**src/rtl/l1_arb_pkg.sv**
```systemverilog
// rtl/l1_arb_pkg.sv - shared types and helpers for the N-port L1 arbiter
package l1_arb_pkg;

  localparam int MAX_PORTS = 8;

  typedef enum logic {
    ARB_IDLE,
    ARB_BUSY
  } arb_state_t;

  // Index width that never collapses to zero bits.
  function automatic int idx_w(input int n);
    return (n <= 1) ? 1 : $clog2(n);
  endfunction

endpackage

```
**src/rtl/l1_arb_picker.sv**
```systemverilog
// rtl/l1_arb_picker.sv - circular first-set search over the request vector from a start index
module l1_arb_picker
  import l1_arb_pkg::*;
#(
  parameter int NUM_PORTS = 2,
  localparam int IW = idx_w(NUM_PORTS)
) (
  input  logic [NUM_PORTS-1:0] req,
  input  logic [IW-1:0]        start,
  output logic [IW-1:0]        winner,
  output logic                 any_req
);

  // Two passes give wrap-around order without a modulo: start..top, then 0..start-1.
  always_comb begin
    winner  = '0;
    any_req = 1'b0;
    for (int j = 0; j < NUM_PORTS; j++) begin
      if (!any_req && req[j] && (IW'(j) >= start)) begin
        winner  = IW'(j);
        any_req = 1'b1;
      end
    end
    for (int j = 0; j < NUM_PORTS; j++) begin
      if (!any_req && req[j] && (IW'(j) < start)) begin
        winner  = IW'(j);
        any_req = 1'b1;
      end
    end
  end

endmodule

```
**src/rtl/l1_arbiter_n.sv**
```systemverilog
// rtl/l1_arbiter_n.sv - N-port L1 to system-bus arbiter, one transaction in flight; L1_ARB_RR_EN selects round-robin
module l1_arbiter_n
  import l1_arb_pkg::*;
#(
  parameter int NUM_PORTS = 2,
  parameter int ADDR_W    = 32,
  parameter int DATA_W    = 32,
  localparam int BE_W     = DATA_W / 8,
  localparam int IW       = idx_w(NUM_PORTS)
) (
  input  logic                        clk,
  input  logic                        rst,
  input  logic [NUM_PORTS*ADDR_W-1:0] s_addr,
  input  logic [NUM_PORTS*DATA_W-1:0] s_wdata,
  input  logic [NUM_PORTS*BE_W-1:0]   s_be,
  input  logic [NUM_PORTS-1:0]        s_we,
  input  logic [NUM_PORTS-1:0]        s_req,
  output logic [DATA_W-1:0]           s_rdata,
  output logic [NUM_PORTS-1:0]        s_ready,
  output logic [ADDR_W-1:0]           m_addr,
  output logic [DATA_W-1:0]           m_wdata,
  output logic [BE_W-1:0]             m_be,
  output logic                        m_we,
  output logic                        m_req,
  input  logic [DATA_W-1:0]           m_rdata,
  input  logic                        m_ready,
  output logic                        grant_valid,
  output logic [IW-1:0]               grant_idx
);

  if (NUM_PORTS < 2 || NUM_PORTS > MAX_PORTS) begin : g_bad_ports
    $error("l1_arbiter_n: NUM_PORTS out of range");
  end

  arb_state_t    state, state_nxt;
  logic [IW-1:0] grant_nxt;
  logic [IW-1:0] start;
  logic [IW-1:0] winner;
  logic          any_req;

  l1_arb_picker #(.NUM_PORTS(NUM_PORTS)) u_picker (
    .req     (s_req),
    .start   (start),
    .winner  (winner),
    .any_req (any_req)
  );

`ifdef L1_ARB_RR_EN
  logic [IW-1:0] rr_ptr;

  always_ff @(posedge clk) begin
    if (rst) begin
      rr_ptr <= IW'(NUM_PORTS - 1);
    end else if (state == ARB_IDLE && any_req) begin
      rr_ptr <= winner;
    end
  end

  assign start = (rr_ptr == IW'(NUM_PORTS - 1)) ? '0 : rr_ptr + 1'b1;
`else
  assign start = '0;
`endif

  always_ff @(posedge clk) begin
    if (rst) begin
      state     <= ARB_IDLE;
      grant_idx <= '0;
    end else begin
      state     <= state_nxt;
      grant_idx <= grant_nxt;
    end
  end

  // Grant is captured only in IDLE; a dropped s_req during BUSY cannot cancel the bus cycle.
  always_comb begin
    state_nxt = state;
    grant_nxt = grant_idx;
    case (state)
      ARB_IDLE: begin
        if (any_req) begin
          state_nxt = ARB_BUSY;
          grant_nxt = winner;
        end
      end
      ARB_BUSY: begin
        if (m_ready) state_nxt = ARB_IDLE;
      end
      default: state_nxt = ARB_IDLE;
    endcase
  end

  always_comb begin
    m_addr  = '0;
    m_wdata = '0;
    m_be    = '0;
    m_we    = 1'b0;
    s_ready = '0;
    if (state == ARB_BUSY) begin
      for (int i = 0; i < NUM_PORTS; i++) begin
        if (grant_idx == IW'(i)) begin
          m_addr     = s_addr[i*ADDR_W +: ADDR_W];
          m_wdata    = s_wdata[i*DATA_W +: DATA_W];
          m_be       = s_be[i*BE_W +: BE_W];
          m_we       = s_we[i];
          s_ready[i] = m_ready;
        end
      end
    end
  end

  assign m_req       = (state == ARB_BUSY);
  assign grant_valid = (state == ARB_BUSY);
  assign s_rdata     = m_rdata;

endmodule

```
**config.mk**
```make
export PLATFORM = sky130hd
export DESIGN_NAME = l1_arbiter_n
export DESIGN_NICKNAME = d
export VERILOG_FILES = /design/src/rtl/l1_arb_pkg.sv /design/src/rtl/l1_arb_picker.sv /design/src/rtl/l1_arbiter_n.sv
export SDC_FILE = /design/constraint.sdc
export NUM_CORES = 1
export LEC_CHECK = 0
export ABC_AREA = 1
export CAP_MARGIN = 15
export CORE_AREA = 2 2 108 110
export CTS_CLUSTER_DIAMETER = 40
export DETAILED_ROUTE_END_ITERATION = 8
export DIE_AREA = 0 0 110 112
export HOLD_SLACK_MARGIN = 0.03
export MAX_ROUTING_LAYER = met4
export SKIP_LAST_GASP = 1
export SYNTH_ARGS = -nofsm -noshare
export SYNTH_HDL_FRONTEND = slang
export SYNTH_SLANG_ARGS = --single-unit
export TNS_END_PERCENT = 20
```
**constraint.sdc**
```tcl
create_clock -name clk -period 1.35 [get_ports clk]
set_input_delay 0.405 -clock clk [delete_from_list [all_inputs] [get_ports clk]]
set_output_delay 0.405 -clock clk [all_outputs]
set_load 0.1 [all_outputs]
```
== Word level (Yosys, flattened, before mapping) ==
Cells that the tools add are included.

* Flip-flop bits (word level): 2
* Bits of input ports: 175
* Output and inout port bits: 106

* Reduce and logical (&&, ||, !) cells: 3
* Bitwise logic cells: 1
* Mux-type cells: 17

{| class="wikitable"
|+ Operator list
! cell !! number
|-
| 32-bit two-way mux || 4
|-
| 1-bit two-way mux || 9
|-
| 4-bit two-way mux || 2
|-
| 2-bit two-way mux || 1
|-
| 1-bit case mux with 2 select lines || 1
|-
| 2-bit AND reduction || 1
|-
| 1-bit logical AND || 1
|-
| 1-bit logical NOT || 1
|-
| 1-bit inverter || 1
|}

== Depth between registers and ports, before layout ==
Gate-level depths: netlist of the first run.

* Depth in word-level cells: 6
* Depth in mapped cells: 5
* Depth with buffers taken out: 3

== Modules after synthesis ==
Synthesis of the first run repeated with hierarchy kept, for this count alone.

* Cells, all modules: 284
* Area total of the unflattened synthesis: 1440.1 sq um

{| class="wikitable"
|+ Modules (own cells, without submodules)
! module !! instances !! cells each !! sequential area each (sq um) !! area an instance (sq um)
|-
| l1_arbiter_n || 1 || 280 || 40.0 || 1421.4
|-
| l1_arb_picker || 1 || 4 || 0.0 || 18.8
|}

== Least setup slack after synthesis of the first run ==
OpenSTA, ideal clock, no wires.

* Path type: reg-to-output
* Start point: reg state (netlist: grant_valid)
* End point: out s_ready[0]
* Arrival time: 3349 ps
* Required time: 945 ps
* Stages on the path, launching flop included: 4
* Slack: -2404 ps
* Path through: dfxtp_1 > inv_1 > buf_2 > nor3_1

* Longest elaborated chain between the ends: 1

{| class="wikitable"
|+ Ends and longest elaborated chain
! item !! line !! RTL
|-
| from (decl) || l1_arbiter_n.sv:35 || <nowiki>arb_state_t state, state_nxt;</nowiki>
|-
| from (signal assigned) || l1_arbiter_n.sv:69 || <nowiki>state <= state_nxt;</nowiki>
|-
| 2-bit two-way mux || l1_arbiter_n.sv:98 || <nowiki>if (state == ARB_BUSY) begin</nowiki>
|-
| to (decl) || l1_arbiter_n.sv:19 || <nowiki>output logic [NUM_PORTS-1:0] s_ready,</nowiki>
|}

Every way passes these cells.

== Worst setup path after layout of the first run ==
* Start point: reg grant_idx
* End point: out m_wdata[27]

* Longest elaborated chain between the ends: 2

{| class="wikitable"
|+ Ends and longest elaborated chain
! item !! line !! RTL
|-
| from (decl) || l1_arbiter_n.sv:28 || <nowiki>output logic [IW-1:0] grant_idx</nowiki>
|-
| from (signal assigned) || l1_arbiter_n.sv:70 || <nowiki>grant_idx <= grant_nxt;</nowiki>
|-
| 32-bit two-way mux || l1_arbiter_n.sv:100 || <nowiki>if (grant_idx == IW'(i)) begin</nowiki>
|-
| 32-bit two-way mux || l1_arbiter_n.sv:98 ||
|-
| to (decl) || l1_arbiter_n.sv:21 || <nowiki>output logic [DATA_W-1:0] m_wdata,</nowiki>
|}

Every way passes these cells.

==> impl_metrics.json, run 1 <==
{
  "status": "finished, violations left",
  "violations": "negative setup slack",
  "via_count": 2597,
  "synth_area_leaders": "nand2_1 34%, a21oi_1 21%, buf_4 21%",
  "postCtsHoldBufs": 0,
  "numClockSinks": 2,
  "viasPerCell": 4.223,
  "synth_top_cell_area_share_pct": 33.51,
  "syn_area_per_cell_sq_um": 5.277,
  "area_growth_pct": 271.9,
  "syn_area_sq_um": 1456,
  "grt_use_met3_pct": 2.342,
  "synth-seq-area-share_pct": 2.749,
  "hold_violations": 0,
  "synth_warnings": 0,
  "powerDensity_nw_per_um2": 697.2,
  "setup_slack_ps": -402.4,
  "yosys.area.top_type": "nand2_1",
  "path_class": "register to primary output",
  "period_needed_ps": 1752,
  "synth_nets": 451,
  "multi_input_area_sq_um": 1728,
  "die_w_um": 110,
  "drt_iter0_markers": 61,
  "relSlewSlack_pct": 86.37,
  "final-seq-area_sq_um": 47.55,
  "finalSetupViolations": 72,
  "grt_pass1_vias": 2747,
  "place.gp.congestion": 0.7696,
  "mostFrequentLayoutCell": "clkdlybuf4s50_1",
  "initial_utilization_pct": 13.03,
  "num_io_pins": 281,
  "worstPathArrival_ps": 1350,
  "dp_hpwl_mm": 7.261,
  "synth_cell_types": 17,
  "totalPowerFinal_mw": 3.776,
  "drc_errors": 0,
  "final_cell_mix": "142 x clkdlybuf4s50_1, 129 x nand2_1, 87 x buf_12",
  "slew_viol_final": 0,
  "clk_latency_ps": 220,
  "layout-drive-gt1-share_pct": 41.31,
  "postRouteAntennaNets": 0,
  "overflow": 0,
  "numCtsBuffers": 3,
  "die-height_um": 112,
  "routed_wl_mm": 8.559,
  "grtUsageMet2_pct": 24.34,
  "clockBufferDepth": 2,
  "end_kind": "primary output",
  "design.core.area_sq_um": 11170,
  "rsz0062_at_grt": "true",
  "antenna_found_initial": 0,
  "required_ps": 950,
  "worstPathMaxFanout": 18,
  "tightest_slew_ps": 204.3,
  "grt_first_pass_wirelength_mm": 13.05,
  "grtUsageMet1_pct": 14.70,
  "top_usage_layer": "met2",
  "fin_crit_sh_pct": 129.8,
  "nets": 649,
  "synthCells": 276,
  "io_buffers": 216,
  "p_leak_nw": 1.980,
  "antennaDiodeCount": 0,
  "clk_pin_slew_ps": 30,
  "ys_ff_latch": 2,
  "h-tree-depth": 1,
  "wl_per_cell_um": 13.92,
  "rows": 39,
  "cts_root_buf": "clkbuf_16",
  "start_kind": "register",
  "fillers": 1038,
  "hold_class": "register to register",
  "grt_max_degree": 28,
  "cts_tree": "done",
  "grt.total_usage_pct": 13.50,
  "fp.dieArea_sq_um": 12320,
  "first_pass_iters": 4,
  "tns_ps": -27220,
  "fmax_mhz": 570.7,
  "finalClockSkew_ps": 0.02078,
  "ir_drop_uv": 462.1,
  "maxCapViolCount": 0
}
## state kept, by name (all words and copies together), names as in the netlist
signal and count:
grant_idx 1, grant_valid 1
## cells in the mapped netlist (all sizes together)
cell	count
nor3	2
buf	55
dfxtp	2
nor2	1
inv	3
a21o	1
o21ai	1
clkbuf	1
a21oi	71
nand2	139
## routing by layer
metal | up-vias | wire (um)
li1 | 1244 | -
met1 | 1191 | 3136
met2 | 142 | 4441
met3 | 20 | 792
met4 | 0 | 188
met5 | - | 0
## per-stage QoR
step	std cells	util, %	setup slack [ps]	area [sq um]	hold slack, ps
after floorplan	276	-	-743.0	2263	464.4
after global placement	610	47.17	-396.9	5271	705.0
after detailed placement	610	47.17	-415.4	5271	686.8
after CTS	614	48.15	-438.1	5380	699.4
after global routing	615	48.47	-459.7	5416	733.2
final	615	48.47	-402.4	5416	691.6
## repair_timing
item,in CTS,in global routing
pin swaps,1,1
gates cloned,1,1
endpoints found under the hold margin,0,0
gates resized for setup,3,3
endpoints found under the setup margin,72,74
buffers inserted,0,0
## critical path, stage by stage, from the launching register on
cell and delay, ps:
dfxtp_4 430, buf_6 210, nand2_1 120, a21oi_4 180, buf_12 190
## path summary, 6_finish.rpt
check	startpoint	to	slack, ps	cells past startpoint
worst max-delay path	grant_idx$_SDFFE_PP0P_	m_wdata[27]	-400	4
worst min-delay path	grant_valid$_SDFF_PP0_	grant_valid$_SDFF_PP0_	690	3
worst max register to register	grant_valid$_SDFF_PP0_	grant_valid$_SDFF_PP0_	460	4
worst min register to register	grant_valid$_SDFF_PP0_	grant_valid$_SDFF_PP0_	690	3
## where the power goes
group | internal [mW] | switching (mW) | total (mW) | leakage, nW
logic | 1.36 | 1.91 | 3.27 | 1.93
clock network | 0.376 | 0.0585 | 0.434 | 0.0370
registers | 0.0644 | 0.0123 | 0.0767 | 0.0178
total | 1.80 | 1.98 | 3.78 | 1.98
## cell families after synthesis
family / share of synthesized area (%)
simple gates: 38.66
compound gates: 27.58
buf+inv: 31.01
flops: 2.749
## cell type report
class / instances / share of cell area [%]
inverter: 3 / 0.5313
sequential: 2 / 0.8778
tap: 143 / 3.303
multi-input combinational: 215 / 31.90
clock buffer: 3 / 1.386
timing repair buffer: 249 / 62.00
No activity file was read; power rests on OpenSTA's default activity.
==> run 2, diff against run 1 <==
==> constraint.sdc (replaced) <==
create_clock -name clk -period 1.35 [get_ports clk]
set_input_delay 0.405 -clock clk [delete_from_list [all_inputs] [get_ports clk]]
set_output_delay 0.405 -clock clk [all_outputs]
set_load 0.02 [all_outputs]
==> impl_metrics.json, run 2 (synthesis gave the netlist of run 1 again) <==
{
  "start_kind": "register",
  "power_frac_seq_pct": 3.5,
  "die_w_um": 110,
  "utilization_pct": 36.85,
  "mostFrequentLayoutCell": "clkdlybuf4s50_1",
  "grt_max_degree": 34,
  "rrSetupSlack_ps": 400,
  "tns_ps": -25130,
  "antenna_found_initial": 0,
  "num_io_pins": 281,
  "first_pass_iters": 4,
  "fp.dieArea_sq_um": 12320,
  "nets": 643,
  "design.core.area_sq_um": 11170,
  "internal_power_mw": 1.289,
  "numClockSinks": 2,
  "finalClockSkew_ps": 0.7879,
  "setup_slack_ps": -405.2,
  "viasPerCell": 4.099,
  "area_growth_pct": 182.7,
  "overflow": 0,
  "design_area_sq_um": 4118,
  "postCtsHoldBufs": 0,
  "totalPowerFinal_mw": 2.124,
  "grt_first_pass_wirelength_mm": 12.51,
  "clk_pin_slew_ps": 30,
  "cts_root_buf": "clkbuf_16",
  "clock_power_share_pct": 20.7,
  "multi_input_area_sq_um": 1404,
  "clockBufferDepth": 2,
  "place.gp.congestion": 0.7475,
  "status": "finished, violations left",
  "postRouteAntennaNets": 0,
  "rows": 39,
  "switching_share_pct": 39.30,
  "tightest_slew_ps": 333.7,
  "fillers": 1169,
  "io_buffers": 216,
  "slew_viol_final": 0,
  "initial_utilization_pct": 13.03,
  "final-seq-area_sq_um": 47.55,
  "end_kind": "primary output",
  "antennaDiodeCount": 0,
  "path_class": "register to primary output",
  "finalSetupViolations": 73,
  "final_cell_mix": "140 x clkdlybuf4s50_1, 120 x nand2_1, 48 x a21oi_2",
  "rsz0062_at_grt": "true",
  "worstPathMaxFanout": 7,
  "grt.total_usage_pct": 12.92,
  "relSlewSlack_pct": 77.75,
  "hold_class": "register to register",
  "hold_violations": 0,
  "maxCapViolCount": 0,
  "place_area_sq_um": 3939,
  "p_leak_nw": 1.728,
  "pwr-share-comb_pct": 75.8,
  "powerDensity_nw_per_um2": 515.9,
  "numCtsBuffers": 3,
  "h-tree-depth": 1,
  "drt_iter0_markers": 87,
  "drc_errors": 0,
  "via_count": 2496,
  "layout-drive-gt1-share_pct": 42.06,
  "violations": "negative setup slack",
  "cts_tree": "done",
  "ir_drop_uv": 474.5,
  "period_needed_ps": 1755,
  "fmax_mhz": 569.7,
  "fin_crit_sh_pct": 130.0,
  "clk_latency_ps": 220,
  "wl_per_cell_um": 13.52,
  "switchingPower_uw": 834.7,
  "routed_wl_mm": 8.232,
  "dp_slack_ps": -811.7,
  "required_ps": 950,
  "die-height_um": 112,
  "grt_pass1_vias": 2585,
  "dp_hpwl_mm": 6.159,
  "worstPathArrival_ps": 1350
}
## run 2: what timing repair did
action	in CTS	in global routing
setup endpoints to repair	73	73
setup buffers	10	0
gates cloned	4	0
hold endpoints to repair	0	0
pin swaps	4	7
resized for setup	323	31
## run 2: worst paths after layout
kind,start,to,cells after the start
setup / recovery,grant_idx$_SDFFE_PP0P_,m_wdata[8],6
hold / removal,grant_valid$_SDFF_PP0_,grant_valid$_SDFF_PP0_,3
setup reg to reg,grant_idx$_SDFFE_PP0P_,grant_idx$_SDFFE_PP0P_,4
hold reg to reg,grant_valid$_SDFF_PP0_,grant_valid$_SDFF_PP0_,3
## run 2: area by class of cell
| type | instances | area share (%) |
|---|---|---|
| multi-input cells | 215 | 34.09 |
| well taps | 143 | 4.345 |
| clock buffers | 3 | 1.823 |
| repair buffers | 243 | 58.07 |
| flip-flops and latches | 2 | 1.155 |
| inverters | 3 | 0.5166 |
## run 2: per-layer routing
metal,GRT usage [%],up-vias,wire [um]
met2,23.48,135,4117
met3,2.400,12,787
met1,14.72,1117,3232
met5,-,-,0
li1,-,1232,-
met4,2.025,0,95
## run 2: power groups by stage
stage	sequential, mW	clock [mW]	combinational, mW
after global placement	0.0785	0	1.55
after detailed placement	0.0787	0	1.56
after floorplan	0.0746	0	0.890
after global routing	0.0750	0.456	1.73
after CTS	0.0744	0.448	1.62
final	0.0736	0.440	1.61
## run 2: critical path, stage by stage, from the launching register on
cell and delay [ps]:
dfxtp_4 400, buf_12 150, buf_16 130, buf_8 110
nand2_4 50, a21oi_4 160, buf_6 140
## run 2: per-stage QoR
| stage | std cells | hold slack (ps) |
|---|---|---|
| global route | 609 | 632.1 |
| floorplan | 276 | 464.4 |
| global placement | 592 | 560.3 |
| finish | 609 | 569.3 |
| detailed placement | 592 | 570.7 |
| CTS | 609 | 578.9 |
==> run 3, diff against run 2 <==
--- a/config.mk
+++ b/config.mk
@@ -12,7 +12,6 @@
 export DETAILED_ROUTE_END_ITERATION = 8
 export DIE_AREA = 0 0 110 112
 export HOLD_SLACK_MARGIN = 0.03
-export MAX_ROUTING_LAYER = met4
 export SKIP_LAST_GASP = 1
 export SYNTH_ARGS = -nofsm -noshare
 export SYNTH_HDL_FRONTEND = slang
==> impl_metrics.json, run 3 (synthesis gave the netlist of run 1 again) <==
{
  "numCtsBuffers": 3,
  "num_io_pins": 281,
  "drt_iter0_markers": 89,
  "h-tree-depth": 1,
  "totalPowerFinal_mw": 2.124,
  "first_pass_iters": 4,
  "period_needed_ps": 1755,
  "path_cells": "buf_12 > buf_16 > buf_8 > nand2_4 > a21oi_4 > buf_6",
  "grt.total_usage_pct": 12.56,
  "grt_pass1_vias": 2583,
  "dp_hpwl_mm": 6.159,
  "rows": 39,
  "p_leak_nw": 1.728,
  "required_ps": 950,
  "hold_class": "register to register",
  "layout-drive-gt1-share_pct": 42.06,
  "fmax_mhz": 569.9,
  "grt_first_pass_wirelength_mm": 12.52,
  "tightest_slew_ps": 333.7,
  "utilization_pct": 36.85,
  "postCtsHoldBufs": 0,
  "area_growth_pct": 182.7,
  "drc_errors": 0,
  "relSlewSlack_pct": 77.75,
  "powerDensity_nw_per_um2": 515.9,
  "place.gp.congestion": 0.7384,
  "die-height_um": 112,
  "critPathMaxStageDelay_ps": 400,
  "routed_wl_mm": 8.230,
  "antennaDiodeCount": 0,
  "setup_slack_ps": -404.8,
  "ir_drop_uv": 474.8,
  "hold_violations": 0,
  "postRouteAntennaNets": 0,
  "cts_root_buf": "clkbuf_16",
  "path_class": "register to primary output",
  "worstPathMaxFanout": 7,
  "critPathBufInv": 4,
  "grt_max_degree": 34,
  "maxCapViolCount": 0,
  "cts_tree": "done",
  "place_area_sq_um": 3939,
  "critPathTopFamily": "buffers and inverters",
  "overflow": 0,
  "worstPathArrival_ps": 1350,
  "fin_crit_sh_pct": 130.0,
  "die_w_um": 110,
  "io_buffers": 216,
  "finalClockSkew_ps": 0.7879,
  "initial_utilization_pct": 13.03,
  "rsz0062_at_grt": "true",
  "clk_latency_ps": 220,
  "nets": 643,
  "crit_slowest_cell": "dfxtp_4",
  "clockBufferDepth": 2,
  "status": "finished, violations left",
  "slew_viol_final": 0,
  "design.core.area_sq_um": 11170,
  "via_count": 2492,
  "design_area_sq_um": 4118,
  "end_kind": "primary output",
  "mostFrequentLayoutCell": "clkdlybuf4s50_1",
  "finalSetupViolations": 73,
  "final_cell_mix": "140 x clkdlybuf4s50_1, 120 x nand2_1, 48 x a21oi_2",
  "violations": "negative setup slack",
  "viasPerCell": 4.092,
  "fp.dieArea_sq_um": 12320,
  "clk_pin_slew_ps": 30,
  "start_kind": "register",
  "wl_per_cell_um": 13.51,
  "antenna_found_initial": 0,
  "numClockSinks": 2
}
[run 3: final timing paths]
path	from	end	slack, ps	depth (start not counted)
min reg2reg	grant_valid$_SDFF_PP0_	grant_valid$_SDFF_PP0_	570	3
min	grant_valid$_SDFF_PP0_	grant_valid$_SDFF_PP0_	570	3
max reg2reg	grant_idx$_SDFFE_PP0P_	grant_idx$_SDFFE_PP0P_	400	4
max	grant_idx$_SDFFE_PP0P_	m_wdata[8]	-400	6
[run 3: through the flow]
stage,hold slack (ps),setup TNS (ps),worst slack [ps],std cells
2_1_floorplan,464.4,-4176,-88.24,276
3_3_place_gp,560.3,-52730,-812.2,592
3_5_place_dp,570.7,-53160,-811.7,592
4_1_cts,578.9,-27630,-422.0,609
5_1_grt,632.1,-29710,-467.2,609
6_report,569.3,-25090,-404.8,609
[run 3: power breakdown]
group          switching [mW]  internal [mW]
registers             0.00936         0.0643
logic                   0.762          0.849
clock network          0.0633          0.376
[run 3: cell type report]
cell class	count	area, sq um
Clock buffer	3	75.07
Fill cell	1169	7057
Inverter	3	21.27
Multi-Input combinational cell	215	1404
Sequential cell	2	47.55
Tap cell	143	178.9
Timing Repair Buffer	243	2391
[run 3: per-layer routing]
layer | track usage, % | routed length [um] | vias to the layer above
met5 | 0 | 0 | -
met2 | 23.48 | 4116 | 135
li1 | - | - | 1232
met1 | 14.47 | 3185 | 1113
met4 | 2.025 | 95 | 0
met3 | 2.810 | 832 | 12
[run 3: worst min-delay path, stage by stage, from the launching register on]
cell and delay (ps):
dfxtp_4 340, inv_4 50, o21ai_0 70, a21oi_1 60
[run 3: timing repair]
action | in CTS | in global routing
buffers inserted | 10 | 0
gates resized for setup | 323 | 31
pin swaps | 4 | 7
endpoints found under the setup margin | 73 | 73
cloned | 4 | 0
endpoints found under the hold margin | 0 | 0
